==> config.mk <==
export PLATFORM = sky130hd
export DESIGN_NAME = master_interface
export DESIGN_NICKNAME = d
export VERILOG_FILES = /design/src/rtl/master_interface.sv
export SDC_FILE = /design/constraint.sdc
export NUM_CORES = 1
export LEC_CHECK = 0
export BUFFER_PORTS_ARGS = -buffer_cell sky130_fd_sc_hd__buf_4
export CAP_MARGIN = 5
export CORE_AREA = 2 2 155 157
export CTS_CLUSTER_DIAMETER = 60
export DETAILED_ROUTE_END_ITERATION = 6
export DIE_AREA = 0 0 157 159
export HOLD_SLACK_MARGIN = 0.15
export SLEW_MARGIN = 20
export SYNTH_ARGS = -nofsm -noshare
export SYNTH_HDL_FRONTEND = slang
export SYNTH_SLANG_ARGS = --single-unit
==> constraint.sdc <==
create_clock -name ACLK -period 2.1 [get_ports ACLK]
set_input_delay 0.315 -clock ACLK [delete_from_list [all_inputs] [get_ports ACLK]]
set_output_delay 0.315 -clock ACLK [all_outputs]
set_load 0.01 [all_outputs]
==> src/rtl/master_interface.sv <==
// AXI-Lite master front end: turns single user read/write requests into handshaken
// single-beat AXI-Lite transactions, with independent read/write FSMs and per-channel timeout.
module master_interface #(
  parameter int unsigned REG_WIDTH = 32,
  parameter int unsigned TIMEOUT   = 16
) (
  input  logic                 ACLK,
  input  logic                 ARESETN,
  // user read side
  input  logic                 USR_RD_REQ,
  input  logic [REG_WIDTH-1:0] USR_RD_ADDR,
  output logic                 USR_RD_BUSY,
  output logic [REG_WIDTH-1:0] USR_RD_DATA,
  output logic                 USR_RD_DONE,
  output logic                 USR_RD_ERR,
  // user write side
  input  logic                 USR_WR_REQ,
  input  logic [REG_WIDTH-1:0] USR_WR_ADDR,
  input  logic [REG_WIDTH-1:0] USR_WR_DATA,
  output logic                 USR_WR_BUSY,
  output logic                 USR_WR_DONE,
  output logic                 USR_WR_ERR,
  // AXI-Lite read channels
  output logic [REG_WIDTH-1:0] ARADDR,
  output logic                 ARVALID,
  input  logic                 ARREADY,
  input  logic [REG_WIDTH-1:0] RDATA,
  input  logic                 RVALID,
  output logic                 RREADY,
  // AXI-Lite write channels
  output logic [REG_WIDTH-1:0] AWADDR,
  output logic                 AWVALID,
  input  logic                 AWREADY,
  output logic [REG_WIDTH-1:0] WDATA,
  output logic                 WVALID,
  input  logic                 WREADY,
  input  logic                 BVALID,
  output logic                 BREADY
);

  localparam int unsigned     CNT_W    = (TIMEOUT > 1) ? $clog2(TIMEOUT) : 1;
  localparam logic [CNT_W-1:0] CNT_LAST = CNT_W'(TIMEOUT - 1);
  localparam logic [CNT_W-1:0] CNT_ONE  = CNT_W'(1);

  localparam logic [1:0] R_IDLE = 2'd0;
  localparam logic [1:0] R_ADDR = 2'd1;
  localparam logic [1:0] R_DATA = 2'd2;

  localparam logic [1:0] W_IDLE      = 2'd0;
  localparam logic [1:0] W_ADDR_DATA = 2'd1;
  localparam logic [1:0] W_RESP      = 2'd2;

  // ---------------------------------------------------------------------------
  // Read channel
  // ---------------------------------------------------------------------------
  logic [1:0]           rd_state_q, rd_state_d;
  logic [CNT_W-1:0]     rd_cnt_q, rd_cnt_d;
  logic [REG_WIDTH-1:0] araddr_q, araddr_d;
  logic [REG_WIDTH-1:0] rd_data_q, rd_data_d;
  logic                 arvalid_q, arvalid_d;
  logic                 rready_q, rready_d;
  logic                 rd_busy_q, rd_busy_d;
  logic                 rd_done_q, rd_done_d;
  logic                 rd_err_q, rd_err_d;
  logic                 rd_timeout;

  assign rd_timeout = (rd_cnt_q == CNT_LAST);

  always_comb begin
    rd_state_d = rd_state_q;
    rd_cnt_d   = rd_cnt_q;
    araddr_d   = araddr_q;
    rd_data_d  = rd_data_q;
    arvalid_d  = arvalid_q;
    rready_d   = rready_q;
    rd_busy_d  = rd_busy_q;
    rd_done_d  = 1'b0;
    rd_err_d   = 1'b0;
    unique case (rd_state_q)
      R_IDLE: begin
        if (USR_RD_REQ) begin
          araddr_d   = USR_RD_ADDR;
          arvalid_d  = 1'b1;
          rd_busy_d  = 1'b1;
          rd_cnt_d   = '0;
          rd_state_d = R_ADDR;
        end
      end
      R_ADDR: begin
        rd_cnt_d = rd_cnt_q + CNT_ONE;
        // Address acceptance does not complete the transaction, so timeout wins here.
        if (rd_timeout) begin
          arvalid_d  = 1'b0;
          rready_d   = 1'b0;
          rd_data_d  = '0;
          rd_done_d  = 1'b1;
          rd_err_d   = 1'b1;
          rd_busy_d  = 1'b0;
          rd_state_d = R_IDLE;
        end else if (arvalid_q && ARREADY) begin
          arvalid_d  = 1'b0;
          rready_d   = 1'b1;
          rd_state_d = R_DATA;
        end
      end
      R_DATA: begin
        rd_cnt_d = rd_cnt_q + CNT_ONE;
        if (rready_q && RVALID) begin
          rd_data_d  = RDATA;
          rready_d   = 1'b0;
          rd_done_d  = 1'b1;
          rd_busy_d  = 1'b0;
          rd_state_d = R_IDLE;
        end else if (rd_timeout) begin
          arvalid_d  = 1'b0;
          rready_d   = 1'b0;
          rd_data_d  = '0;
          rd_done_d  = 1'b1;
          rd_err_d   = 1'b1;
          rd_busy_d  = 1'b0;
          rd_state_d = R_IDLE;
        end
      end
      default: begin
        arvalid_d  = 1'b0;
        rready_d   = 1'b0;
        rd_busy_d  = 1'b0;
        rd_state_d = R_IDLE;
      end
    endcase
  end

  always_ff @(posedge ACLK) begin
    if (!ARESETN) begin
      rd_state_q <= R_IDLE;
      rd_cnt_q   <= '0;
      araddr_q   <= '0;
      rd_data_q  <= '0;
      arvalid_q  <= 1'b0;
      rready_q   <= 1'b0;
      rd_busy_q  <= 1'b0;
      rd_done_q  <= 1'b0;
      rd_err_q   <= 1'b0;
    end else begin
      rd_state_q <= rd_state_d;
      rd_cnt_q   <= rd_cnt_d;
      araddr_q   <= araddr_d;
      rd_data_q  <= rd_data_d;
      arvalid_q  <= arvalid_d;
      rready_q   <= rready_d;
      rd_busy_q  <= rd_busy_d;
      rd_done_q  <= rd_done_d;
      rd_err_q   <= rd_err_d;
    end
  end

  // ---------------------------------------------------------------------------
  // Write channel
  // ---------------------------------------------------------------------------
  logic [1:0]           wr_state_q, wr_state_d;
  logic [CNT_W-1:0]     wr_cnt_q, wr_cnt_d;
  logic [REG_WIDTH-1:0] awaddr_q, awaddr_d;
  logic [REG_WIDTH-1:0] wdata_q, wdata_d;
  logic                 awvalid_q, awvalid_d;
  logic                 wvalid_q, wvalid_d;
  logic                 bready_q, bready_d;
  logic                 wr_busy_q, wr_busy_d;
  logic                 wr_done_q, wr_done_d;
  logic                 wr_err_q, wr_err_d;
  logic                 wr_timeout;
  logic                 aw_pend, w_pend;

  assign wr_timeout = (wr_cnt_q == CNT_LAST);
  // Channels still owed a handshake after this edge.
  assign aw_pend    = awvalid_q && !AWREADY;
  assign w_pend     = wvalid_q && !WREADY;

  always_comb begin
    wr_state_d = wr_state_q;
    wr_cnt_d   = wr_cnt_q;
    awaddr_d   = awaddr_q;
    wdata_d    = wdata_q;
    awvalid_d  = awvalid_q;
    wvalid_d   = wvalid_q;
    bready_d   = bready_q;
    wr_busy_d  = wr_busy_q;
    wr_done_d  = 1'b0;
    wr_err_d   = 1'b0;
    unique case (wr_state_q)
      W_IDLE: begin
        if (USR_WR_REQ) begin
          awaddr_d   = USR_WR_ADDR;
          wdata_d    = USR_WR_DATA;
          awvalid_d  = 1'b1;
          wvalid_d   = 1'b1;
          wr_busy_d  = 1'b1;
          wr_cnt_d   = '0;
          wr_state_d = W_ADDR_DATA;
        end
      end
      W_ADDR_DATA: begin
        wr_cnt_d = wr_cnt_q + CNT_ONE;
        if (wr_timeout) begin
          awvalid_d  = 1'b0;
          wvalid_d   = 1'b0;
          bready_d   = 1'b0;
          wr_done_d  = 1'b1;
          wr_err_d   = 1'b1;
          wr_busy_d  = 1'b0;
          wr_state_d = W_IDLE;
        end else begin
          awvalid_d = aw_pend;
          wvalid_d  = w_pend;
          if (!aw_pend && !w_pend) begin
            bready_d   = 1'b1;
            wr_state_d = W_RESP;
          end
        end
      end
      W_RESP: begin
        wr_cnt_d = wr_cnt_q + CNT_ONE;
        if (bready_q && BVALID) begin
          bready_d   = 1'b0;
          wr_done_d  = 1'b1;
          wr_busy_d  = 1'b0;
          wr_state_d = W_IDLE;
        end else if (wr_timeout) begin
          awvalid_d  = 1'b0;
          wvalid_d   = 1'b0;
          bready_d   = 1'b0;
          wr_done_d  = 1'b1;
          wr_err_d   = 1'b1;
          wr_busy_d  = 1'b0;
          wr_state_d = W_IDLE;
        end
      end
      default: begin
        awvalid_d  = 1'b0;
        wvalid_d   = 1'b0;
        bready_d   = 1'b0;
        wr_busy_d  = 1'b0;
        wr_state_d = W_IDLE;
      end
    endcase
  end

  always_ff @(posedge ACLK) begin
    if (!ARESETN) begin
      wr_state_q <= W_IDLE;
      wr_cnt_q   <= '0;
      awaddr_q   <= '0;
      wdata_q    <= '0;
      awvalid_q  <= 1'b0;
      wvalid_q   <= 1'b0;
      bready_q   <= 1'b0;
      wr_busy_q  <= 1'b0;
      wr_done_q  <= 1'b0;
      wr_err_q   <= 1'b0;
    end else begin
      wr_state_q <= wr_state_d;
      wr_cnt_q   <= wr_cnt_d;
      awaddr_q   <= awaddr_d;
      wdata_q    <= wdata_d;
      awvalid_q  <= awvalid_d;
      wvalid_q   <= wvalid_d;
      bready_q   <= bready_d;
      wr_busy_q  <= wr_busy_d;
      wr_done_q  <= wr_done_d;
      wr_err_q   <= wr_err_d;
    end
  end

  assign USR_RD_BUSY = rd_busy_q;
  assign USR_RD_DATA = rd_data_q;
  assign USR_RD_DONE = rd_done_q;
  assign USR_RD_ERR  = rd_err_q;
  assign ARADDR      = araddr_q;
  assign ARVALID     = arvalid_q;
  assign RREADY      = rready_q;

  assign USR_WR_BUSY = wr_busy_q;
  assign USR_WR_DONE = wr_done_q;
  assign USR_WR_ERR  = wr_err_q;
  assign AWADDR      = awaddr_q;
  assign AWVALID     = awvalid_q;
  assign WDATA       = wdata_q;
  assign WVALID      = wvalid_q;
  assign BREADY      = bready_q;

endmodule

==> impl_metrics.env, run 1 <==
export IMPL_status="complete, no violations"
export IMPL_final_cell_area_sq_um=10100
export IMPL_dr_pass1_iters=4
export IMPL_die_height_um=159
export IMPL_dp_cells=1213
export IMPL_timing_fmax_mhz=533
export IMPL_final_util_pct=43.4
export IMPL_num_rows=56
export IMPL_relSlewSlack_pct=70.3
export IMPL_fin_ws_ps=222
export IMPL_io_pins=276
export IMPL_yosys_area_share_simple_pct=19.4
export IMPL_stdcell_count=1371
export IMPL_initial_core_util_pct=24.8
export IMPL_rrSetupSlack_ps=220
export IMPL_cts_path_max_buffers=2
export IMPL_synth_adder_area_share_pct=2.39
export IMPL_synth_avg_cell_area_sq_um=8.91
export IMPL_holdWs_ps=177
export IMPL_dp_hpwl_um=12000
export IMPL_cp_cell_sequence="inv_1 -> ha_1 -> nor2b_1 -> or3b_1 -> or3b_1 -> a21boi_1"
export IMPL_seq_area_frac_synth_pct=52.5
export IMPL_critPathSlowestCell="dfxtp_1"
export IMPL_placed_area_sq_um=8220
export IMPL_hold_violations=0
export IMPL_routedWlPerCell_um=13.6
export IMPL_viasPerCell=4.31
export IMPL_syn_to_final_growth_pct=74.8
export IMPL_synth_area_sq_um=5760
export IMPL_tns_ps=0
export IMPL_setup_viol=0
export IMPL_ant_nets=0
export IMPL_gp_congestion=0.768
export IMPL_h_tree_depth=4
export IMPL_critPathKind="flop to flop"
export IMPL_portBuffers=275
export IMPL_slew_violations=0
export IMPL_synth_compound_area_share_pct=21.9
export IMPL_clk_latency_ps=420
export IMPL_power_density_nw_per_um2=958
export IMPL_worst_path_largest_cell_delay_ps=390
export IMPL_cp_end_kind="flop"
export IMPL_fin_crit_ps=1880
export IMPL_p_leak_nw=4.38
export IMPL_layout_drive_gt1_share_pct=31.1
export IMPL_cap_violations=0
export IMPL_rsz0062_at_grt="false"
export IMPL_start_kind="flop"
export IMPL_routed_wl_um=18700
export IMPL_antenna_found_initial=0
export IMPL_cts_root_buffer="clkbuf_16"
export IMPL_p_total_mw=9.64
export IMPL_drc=0
export IMPL_die_area_sq_um=25000
export IMPL_grt_pass1_wl_um=29400
export IMPL_cp_common_cell="or3b_1"
export IMPL_pre_cts_ws_ps=221
export IMPL_vdd_drop_max_mv=0.430
export IMPL_grt_pass1_vias=5798
export IMPL_n_antenna_cell=0
export IMPL_dr_total_vias=5907
export IMPL_ys_warn_count=0
export IMPL_syn_inst=646
export IMPL_clkTransAtPathRegs_ps=70
export IMPL_cp_required_ps=2460
export IMPL_yosys_register_bits=151
export IMPL_layout_worst_path_cycle_share_pct=89.4
export IMPL_cts_sinks=151
export IMPL_fin_worst_skew_ps=11.9
export IMPL_synthFlopType="dfxtp_1"
export IMPL_arrival_ps=2230
export IMPL_final_nets=1187
export IMPL_drtIter0Drc=323
export IMPL_coreArea_sq_um=23200
export IMPL_cts_tree="built"
export IMPL_hold_path_class="primary input to flop"
export IMPL_muxShareOfSynthArea_pct=0.696
export IMPL_yosysUniqueCellTypes=36
export IMPL_numCtsBuffers=17
export IMPL_async_reset_ff_share_pct=0
export IMPL_grt_ovfl_total=0
export IMPL_die_x_um=157
export IMPL_synthXorXnorAreaFrac_pct=0
export IMPL_crit_fanout=7
export IMPL_track_usage_pct=14.6
export IMPL_synth_edf_count=0
export IMPL_synth_top_family_by_area="compound AO/OA/AOI/OAI gates"
export IMPL_syn_num_nets=794
export IMPL_grt_max_degree=39
export IMPL_tightest_slew_ps=444
metal layers:
layer | track usage [%] | routed length (um) | vias up
li1 | - | - | 2959
met1 | 17.1 | 7990 | 2723
met2 | 25.1 | 9090 | 203
met3 | 4.41 | 1320 | 22
met4 | 5.13 | 299 | 0
met5 | 0 | 0 | -
Yosys cell counts (2+ instances only):
library cell | n | area share (%)
o21bai_1 | 2 | 0.26
buf_1 | 3 | 0.20
buf_2 | 2 | 0.17
clkbuf_1 | 36 | 2.3
dfxtp_1 | 151 | 53
o311a_1 | 2 | 0.35
nor3_1 | 5 | 0.43
a21boi_0 | 103 | 13
nand3_1 | 8 | 0.70
and2_1 | 6 | 0.65
o221a_2 | 2 | 0.39
nor4_1 | 2 | 0.22
ha_1 | 11 | 2.4
inv_1 | 4 | 0.26
o21a_1 | 2 | 0.26
nor2_1 | 5 | 0.33
and3_1 | 5 | 0.54
o21ai_0 | 12 | 1.0
nor4b_1 | 2 | 0.30
a21oi_1 | 6 | 0.52
or3b_1 | 2 | 0.30
a22oi_1 | 11 | 1.4
a22o_1 | 21 | 3.2
nor2b_1 | 16 | 1.7
nand2_1 | 213 | 14
mux2i_1 | 4 | 0.70
final cells by class:
type	instances	area, sq um
Fill cell	2238	13100
Timing Repair Buffer	416	3490
Multi-Input combinational cell	449	2550
Sequential cell	151	3020
Tap cell	319	399
Clock buffer	17	425
Inverter	4	15.0
Clock inverter	15	159
repair_timing:
action                                 CTS  global route
endpoints found under the hold margin  126             0
resized for setup                        0             0
hold buffers                           126             0
setup buffers                            0             0
kinds of logic (layout without fill, tap and decap cells):
| family | after synthesis | after routing |
|---|---|---|
| adder cells (fa/ha/maj) | 11 | 11 |
| AND/OR/NAND/NOR | 266 | 266 |
| buffers and inverters | 46 | 452 |
| multiplexers | 4 | 4 |
| AO/OA/AOI/OAI | 168 | 168 |
| flip-flops | 151 | 151 |
report_power, final:
group | internal [mW] | switching, mW
combinational | 1.44 | 1.58
sequential | 3.30 | 0.266
clock | 1.68 | 1.39
total | 6.41 | 3.23
cells in the final DEF (no fill, tap or decap), drive strengths merged, types with 3 or more instances in the layout:
cell and n:
buf 290, nand2 213, dfxtp 151, dlygate4sd3 126
a21boi 104, a22o 21, clkbuf 17, nor2b 16
o21ai 12, inv 12, a22oi 11, ha 11
nand3 8, a21oi 6, and2 6, nor2 5
and3 5, nor3 5, mux2i 4, clkinvlp 3
clkinv 3
state kept, by name, indices dropped and copies added (netlist names), 2 cells and up:
register,count
rd_state_q,2
USR_RD_DATA,32
wr_cnt_q,4
ARADDR,32
wr_state_q,2
WDATA,32
rd_cnt_q,4
AWADDR,32
worst max-delay path: cells and delay by family (launching register included):
| kind | cells | cell delay, ps |
|---|---|---|
| flip-flops | 1 | 390 |
| AO/OA/AOI/OAI | 1 | 130 |
| AND/OR/NAND/NOR | 3 | 940 |
| adder cells (fa/ha/maj) | 1 | 280 |
| buffers and inverters | 1 | 80 |
worst paths after layout:
path | from | to | cells past startpoint
min reg2reg | WDATA[6] | WDATA[6] | 2
max | wr_state_q[0] | wr_cnt_q[2] | 6
max reg2reg | wr_state_q[0] | wr_cnt_q[2] | 6
min | USR_WR_DATA[13] | WDATA[13] | 3
(Power assumes the default switching activity.)
==> run 2, diff against run 1 <==
--- a/config.mk
+++ b/config.mk
@@ -7,10 +7,10 @@
 export LEC_CHECK = 0
 export BUFFER_PORTS_ARGS = -buffer_cell sky130_fd_sc_hd__buf_4
 export CAP_MARGIN = 5
-export CORE_AREA = 2 2 155 157
+export CORE_AREA = 2 2 127 191
 export CTS_CLUSTER_DIAMETER = 60
 export DETAILED_ROUTE_END_ITERATION = 6
-export DIE_AREA = 0 0 157 159
+export DIE_AREA = 0 0 129 193
 export HOLD_SLACK_MARGIN = 0.15
 export SLEW_MARGIN = 20
 export SYNTH_ARGS = -nofsm -noshare
==> constraint.sdc (replaced) <==
create_clock -name ACLK -period 2.1 [get_ports ACLK]
set_input_delay 0.315 -clock ACLK [delete_from_list [all_inputs] [get_ports ACLK]]
set_output_delay 0.315 -clock ACLK [all_outputs]
set_load 0.1 [all_outputs]
==> impl_metrics.env, run 2 (synthesis results as in run 1) <==
export IMPL_ant_nets=0
export IMPL_crit_fanout=8
export IMPL_timing_critical_path_buf_inv=1
export IMPL_syn_to_final_growth_pct=75.6
export IMPL_dr_pass1_iters=6
export IMPL_start_kind="flop"
export IMPL_seq_power_share_pct=28.8
export IMPL_grt_max_degree=132
export IMPL_fin_ws_ps=244
export IMPL_setup_viol=0
export IMPL_numCtsBuffers=17
export IMPL_num_rows=69
export IMPL_track_usage_pct=14.2
export IMPL_critPathKind="flop to flop"
export IMPL_reg2reg_from="wr_state_q[0]"
export IMPL_tightest_slew_ps=512
export IMPL_crit_cells=6
export IMPL_worst_path_largest_cell_delay_ps=400
export IMPL_crit_family="simple AND/OR/NAND/NOR gates"
export IMPL_p_int_mw=6.78
export IMPL_pre_cts_ws_ps=57.6
export IMPL_drc=0
export IMPL_routedWlPerCell_um=13.3
export IMPL_post_cts_buffers=0
export IMPL_fin_worst_skew_ps=9.67
export IMPL_cp_cell_sequence="inv_1 -> ha_1 -> nor2b_1 -> or3b_1 -> or3b_1 -> a21boi_1"
export IMPL_antenna_found_initial=1
export IMPL_switching_share_pct=45.2
export IMPL_rrSetupSlack_ps=240
export IMPL_n_antenna_cell=0
export IMPL_grt_pass1_wl_um=27900
export IMPL_fin_crit_ps=1860
export IMPL_cp_end_kind="flop"
export IMPL_critPathSlowestCell="or3b_1"
export IMPL_hold_violations=0
export IMPL_io_pins=276
export IMPL_coreArea_sq_um=23400
export IMPL_grt_pass1_vias=5759
export IMPL_portBuffers=275
export IMPL_r2r_end="wr_cnt_q[2]"
export IMPL_layout_drive_gt1_share_pct=30.9
export IMPL_tns_ps=0
export IMPL_final_util_pct=43.2
export IMPL_h_tree_depth=4
export IMPL_slew_violations=0
export IMPL_mostFrequentLayoutCell="buf_4"
export IMPL_p_leak_nw=4.39
export IMPL_rsz0062_at_grt="false"
export IMPL_cap_violations=0
export IMPL_gp_congestion=0.764
export IMPL_cts_path_max_buffers=2
export IMPL_clockPowerShare_pct=26.4
export IMPL_whs_endpoint="USR_RD_DATA[22]"
export IMPL_viasPerCell=4.27
export IMPL_arrival_ps=2210
export IMPL_die_area_sq_um=24900
export IMPL_grt_ovfl_total=0
export IMPL_cts_tree="built"
export IMPL_relSlewSlack_pct=65.9
export IMPL_initial_core_util_pct=24.6
export IMPL_status="complete, no violations"
export IMPL_dp_hpwl_um=11800
export IMPL_vdd_drop_max_mv=0.528
export IMPL_drtIter0Drc=310
export IMPL_reg2regPathDepth=6
export IMPL_final_nets=1187
export IMPL_timing_fmax_mhz=539
export IMPL_dr_total_vias=5859
export IMPL_power_density_nw_per_um2=1220
export IMPL_cp_required_ps=2460
export IMPL_p_comb_share_pct=44.8
export IMPL_hold_path_class="primary input to flop"
export IMPL_worstHoldStart="RDATA[22]"
export IMPL_die_x_um=129
export IMPL_layout_worst_path_cycle_share_pct=88.4
export IMPL_routed_wl_um=18200
export IMPL_hold_path_cell_count=3
export IMPL_p_switching_mw=5.58
export IMPL_cp_common_cell="or3b_1"
export IMPL_most_common_layout_cells="285 x buf_4, 212 x nand2_1, 151 x dfxtp_1"
export IMPL_holdWs_ps=175
export IMPL_cts_sinks=151
export IMPL_die_height_um=193
export IMPL_cts_root_buffer="clkbuf_16"
export IMPL_p_total_mw=12.4
export IMPL_clkTransAtPathRegs_ps=60
export IMPL_clk_latency_ps=430
export IMPL_fillCellCount=2233
run 2: tightest hold or removal path, stage by stage:
cell and delay, ps:
buf_4 90, a22oi_1 60, nor2b_1 100
run 2: worst max-delay path by stage:
stage	startpoint	to	slack (ps)
final	wr_state_q[0]	wr_cnt_q[2]	240
after global routing	rd_state_q[1]	USR_RD_DATA[21]	100
after CTS	rd_state_q[0]	USR_RD_DATA[21]	40
after detailed placement	rd_state_q[0]	USR_RD_DATA[28]	60
after global placement	rd_state_q[0]	USR_RD_DATA[17]	120
after floorplan	BREADY	wr_state_q[0]	50
run 2: layout make-up:
type                            count  area, sq um  share of cell area, %
Multi-Input combinational cell    449         2560                   25.3
Clock buffer                       20          447                   4.42
Clock inverter                     12          175                   1.73
Inverter                            4         15.0                  0.149
Timing Repair Buffer              416         3490                   34.5
Tap cell                          319          399                   3.95
Sequential cell                   151         3020                   29.9
run 2: what timing repair did:
item | in CTS | in global routing
hold endpoints to repair | 127 | 0
setup endpoints to repair | 0 | 11
hold buffers | 127 | 0
resized for setup | 0 | 1
run 2: routing by layer:
metal	share of wire, %	wire length [um]	track usage, %
met3	5.2	949	3.73
met1	40	7230	15.1
met5	0.077	14	0
met2	51	9230	24.7
met4	4.5	816	9.07
run 2: metrics by stage:
step | cells | instance area [sq um]
global route | 1371 | 10100
floorplan | 646 | 5760
detailed placement | 1212 | 8210
CTS | 1371 | 10100
finish | 1371 | 10100
global placement | 1212 | 8210
run 2: power groups by stage:
stage,clock [mW],combinational [mW],sequential [mW]
floorplan,0,1.35,6.26
global placement,0,5.34,3.60
detailed placement,0,5.36,3.62
CTS,3.39,5.56,3.56
global route,3.51,5.84,3.61
finish,3.27,5.54,3.56
==> run 3, diff against run 2 <==
--- a/config.mk
+++ b/config.mk
@@ -5,12 +5,13 @@
 export SDC_FILE = /design/constraint.sdc
 export NUM_CORES = 1
 export LEC_CHECK = 0
+export ABC_AREA = 1
 export BUFFER_PORTS_ARGS = -buffer_cell sky130_fd_sc_hd__buf_4
 export CAP_MARGIN = 5
-export CORE_AREA = 2 2 127 191
+export CORE_AREA = 2 2 126 190
 export CTS_CLUSTER_DIAMETER = 60
 export DETAILED_ROUTE_END_ITERATION = 6
-export DIE_AREA = 0 0 129 193
+export DIE_AREA = 0 0 128 192
 export HOLD_SLACK_MARGIN = 0.15
 export SLEW_MARGIN = 20
 export SYNTH_ARGS = -nofsm -noshare
==> impl_metrics.env, run 3 <==
export IMPL_die_area_sq_um=24600
export IMPL_rsz0062_at_grt="false"
export IMPL_cp_required_ps=2410
export IMPL_reg2regPathDepth=6
export IMPL_cts_tree="built"
export IMPL_dp_cells=1257
export IMPL_cts_root_buffer="clkbuf_16"
export IMPL_clkTransAtPathRegs_ps=60
export IMPL_crit_family="buffers and inverters"
export IMPL_yosysMostFrequentCell="nor2_1"
export IMPL_cp_common_cell="nor2_1"
export IMPL_hold_violations=0
export IMPL_hold_path_cell_count=4
export IMPL_yosys_area_top_type="dfxtp_1"
export IMPL_cts_sinks=151
export IMPL_synth_edf_count=0
export IMPL_layout_drive_gt1_share_pct=29.1
export IMPL_syn_num_nets=882
export IMPL_most_common_layout_cells="283 x buf_4, 210 x nor2_1, 151 x dfxtp_1"
export IMPL_stdcell_count=1412
export IMPL_die_x_um=128
export IMPL_yosysTopAreaCellShare_pct=53.4
export IMPL_routedWlPerCell_um=13.4
export IMPL_clk_latency_ps=420
export IMPL_cap_violations=0
export IMPL_multi_input_area_sq_um=2350
export IMPL_start_kind="flop"
export IMPL_status="complete, no violations"
export IMPL_fillCellCount=2232
export IMPL_final_nets=1270
export IMPL_synth_top_cells_by_count="210 x nor2_1, 151 x dfxtp_1, 102 x o21ai_0"
export IMPL_drc=0
export IMPL_synth_area_sq_um=5660
export IMPL_critPathSlowestCell="clkinvlp_4"
export IMPL_cp_cell_sequence="inv_1 -> ha_1 -> nand2_1 -> clkinvlp_4 -> nor2_1 -> nor2_1"
export IMPL_mostFrequentLayoutCell="buf_4"
export IMPL_tns_ps=0
export IMPL_cts_path_max_buffers=2
export IMPL_initial_core_util_pct=24.8
export IMPL_drtIter0Drc=356
export IMPL_dr_total_vias=6176
export IMPL_arrival_ps=2100
export IMPL_fin_crit_ps=1790
export IMPL_timing_critical_path_buf_inv=2
export IMPL_post_cts_buffers=0
export IMPL_power_density_nw_per_um2=1470
export IMPL_synth_area_leaders="dfxtp_1 53%, nor2_1 14%, o21ai_0 9.0%"
export IMPL_synthFlopType="dfxtp_1"
export IMPL_grt_pass1_vias=6010
export IMPL_n_antenna_cell=0
export IMPL_routed_wl_um=18900
export IMPL_antenna_found_initial=0
export IMPL_grt_pass1_wl_um=29400
export IMPL_setup_viol=0
export IMPL_numCtsBuffers=17
export IMPL_timing_fmax_mhz=559
export IMPL_critPathKind="flop to flop"
export IMPL_syn_inst=734
export IMPL_tightest_slew_ps=713
export IMPL_ant_nets=0
export IMPL_p_leak_nw=4.56
export IMPL_hold_path_class="primary input to flop"
export IMPL_async_reset_ff_share_pct=0
export IMPL_portBuffers=275
export IMPL_fin_worst_skew_ps=8.97
export IMPL_yosysUniqueCellTypes=30
export IMPL_grt_max_degree=65
export IMPL_cp_end_kind="flop"
export IMPL_worst_path_largest_cell_delay_ps=490
export IMPL_viasPerCell=4.37
export IMPL_h_tree_depth=4
export IMPL_die_height_um=192
export IMPL_layout_worst_path_cycle_share_pct=85.1
export IMPL_dr_pass1_iters=4
export IMPL_crit_fanout=32
export IMPL_syn_to_final_growth_pct=73.1
export IMPL_vdd_drop_max_mv=0.873
export IMPL_grt_ovfl_total=0
export IMPL_io_pins=276
export IMPL_synth_avg_cell_area_sq_um=7.71
export IMPL_crit_cells=6
export IMPL_relSlewSlack_pct=52.5
export IMPL_yosys_register_bits=151
export IMPL_gp_congestion=0.805
export IMPL_track_usage_pct=15.1
export IMPL_seq_area_frac_synth_pct=53.4
export IMPL_slew_violations=0
export IMPL_dp_hpwl_um=12500
export IMPL_num_rows=68
export IMPL_coreArea_sq_um=22800
export IMPL_ys_warn_count=0
export IMPL_regArea_sq_um=3020
==> run 3: cell count changes after synthesis, moves of 20 or more <==
cell / previous run / this run
a21boi_0: 103 / 0
a22o_1: 21 / 0
nand2_1: 213 / 84
nor2_1: 5 / 210
nand3_1: 8 / 60
o21ai_0: 12 / 102
a21oi_1: 6 / 26
==> run 3: cells by family after synthesis <==
group / after synthesis / synth area share (%)
AND/OR/NAND/NOR: 367 / 26.5
XOR/XNOR: 2 / 0.309
flip-flops: 151 / 53.4
buffers and inverters: 70 / 5.19
AO/OA/AOI/OAI: 133 / 12.2
adder cells (fa/ha/maj): 11 / 2.43
==> run 3: worst min-delay path, delay by kind of cell <==
family          cells  cell delay, ps
buf+inv             1             100
compound gates      1              60
simple gates        2              90
==> run 3: final cells by class <==
type	instances	area share (%)
repair buffers	411	35.0
flip-flops and latches	151	30.8
multi-input cells	513	23.9
clock buffers	20	4.76
well taps	280	3.57
inverters	28	1.11
clock inverters	9	0.804
==> run 3: worst paths after layout <==
| path | from | endpoint | slack (ps) |
|---|---|---|---|
| setup reg to reg | rd_state_q[0] | ARADDR[24] | 310 |
| setup / recovery | rd_state_q[0] | ARADDR[24] | 310 |
| hold / removal | USR_RD_REQ | USR_RD_BUSY | 190 |
| hold reg to reg | USR_RD_DATA[31] | USR_RD_DATA[31] | 460 |
==> run 3: layer usage <==
metal / GRT usage (%) / routed length (um) / vias up
met1: 16.0 / 7340 / 2761
li1: - / - / 3147
met3: 4.09 / 993 / 50
met2: 26.7 / 9800 / 218
met4: 8.50 / 743 / 0
met5: 0 / 0 / -
==> run 3: repair_timing <==
| action | 4_1_cts | 5_1_grt |
|---|---|---|
| hold buffers | 126 | 0 |
| gates resized for setup | 0 | 1 |
| hold endpoints to repair | 126 | 0 |
| endpoints found under the setup margin | 0 | 1 |
==> run 3: metrics by stage <==
| stage | cell area [sq um] | worst slack, ps | util (%) | power (mW) | hold slack [ps] |
|---|---|---|---|---|---|
| after global placement | 7990 | 356 | 35.0 | 11.3 | 450 |
| after CTS | 9800 | 237 | 43.0 | 14.5 | 168 |
| after detailed placement | 7990 | 250 | 35.0 | 11.4 | 454 |
| final | 9800 | 312 | 43.0 | 14.4 | 189 |
| after floorplan | 5660 | 339 | - | 9.71 | 443 |
| after global routing | 9800 | 44.9 | 43.0 | 15.1 | 187 |
==> run 3: power by group <==
group          leakage, nW  internal (mW)  switching (mW)
clock network        0.269           1.69            1.19
logic                 3.05           1.72            5.92
registers             1.24           3.50           0.374
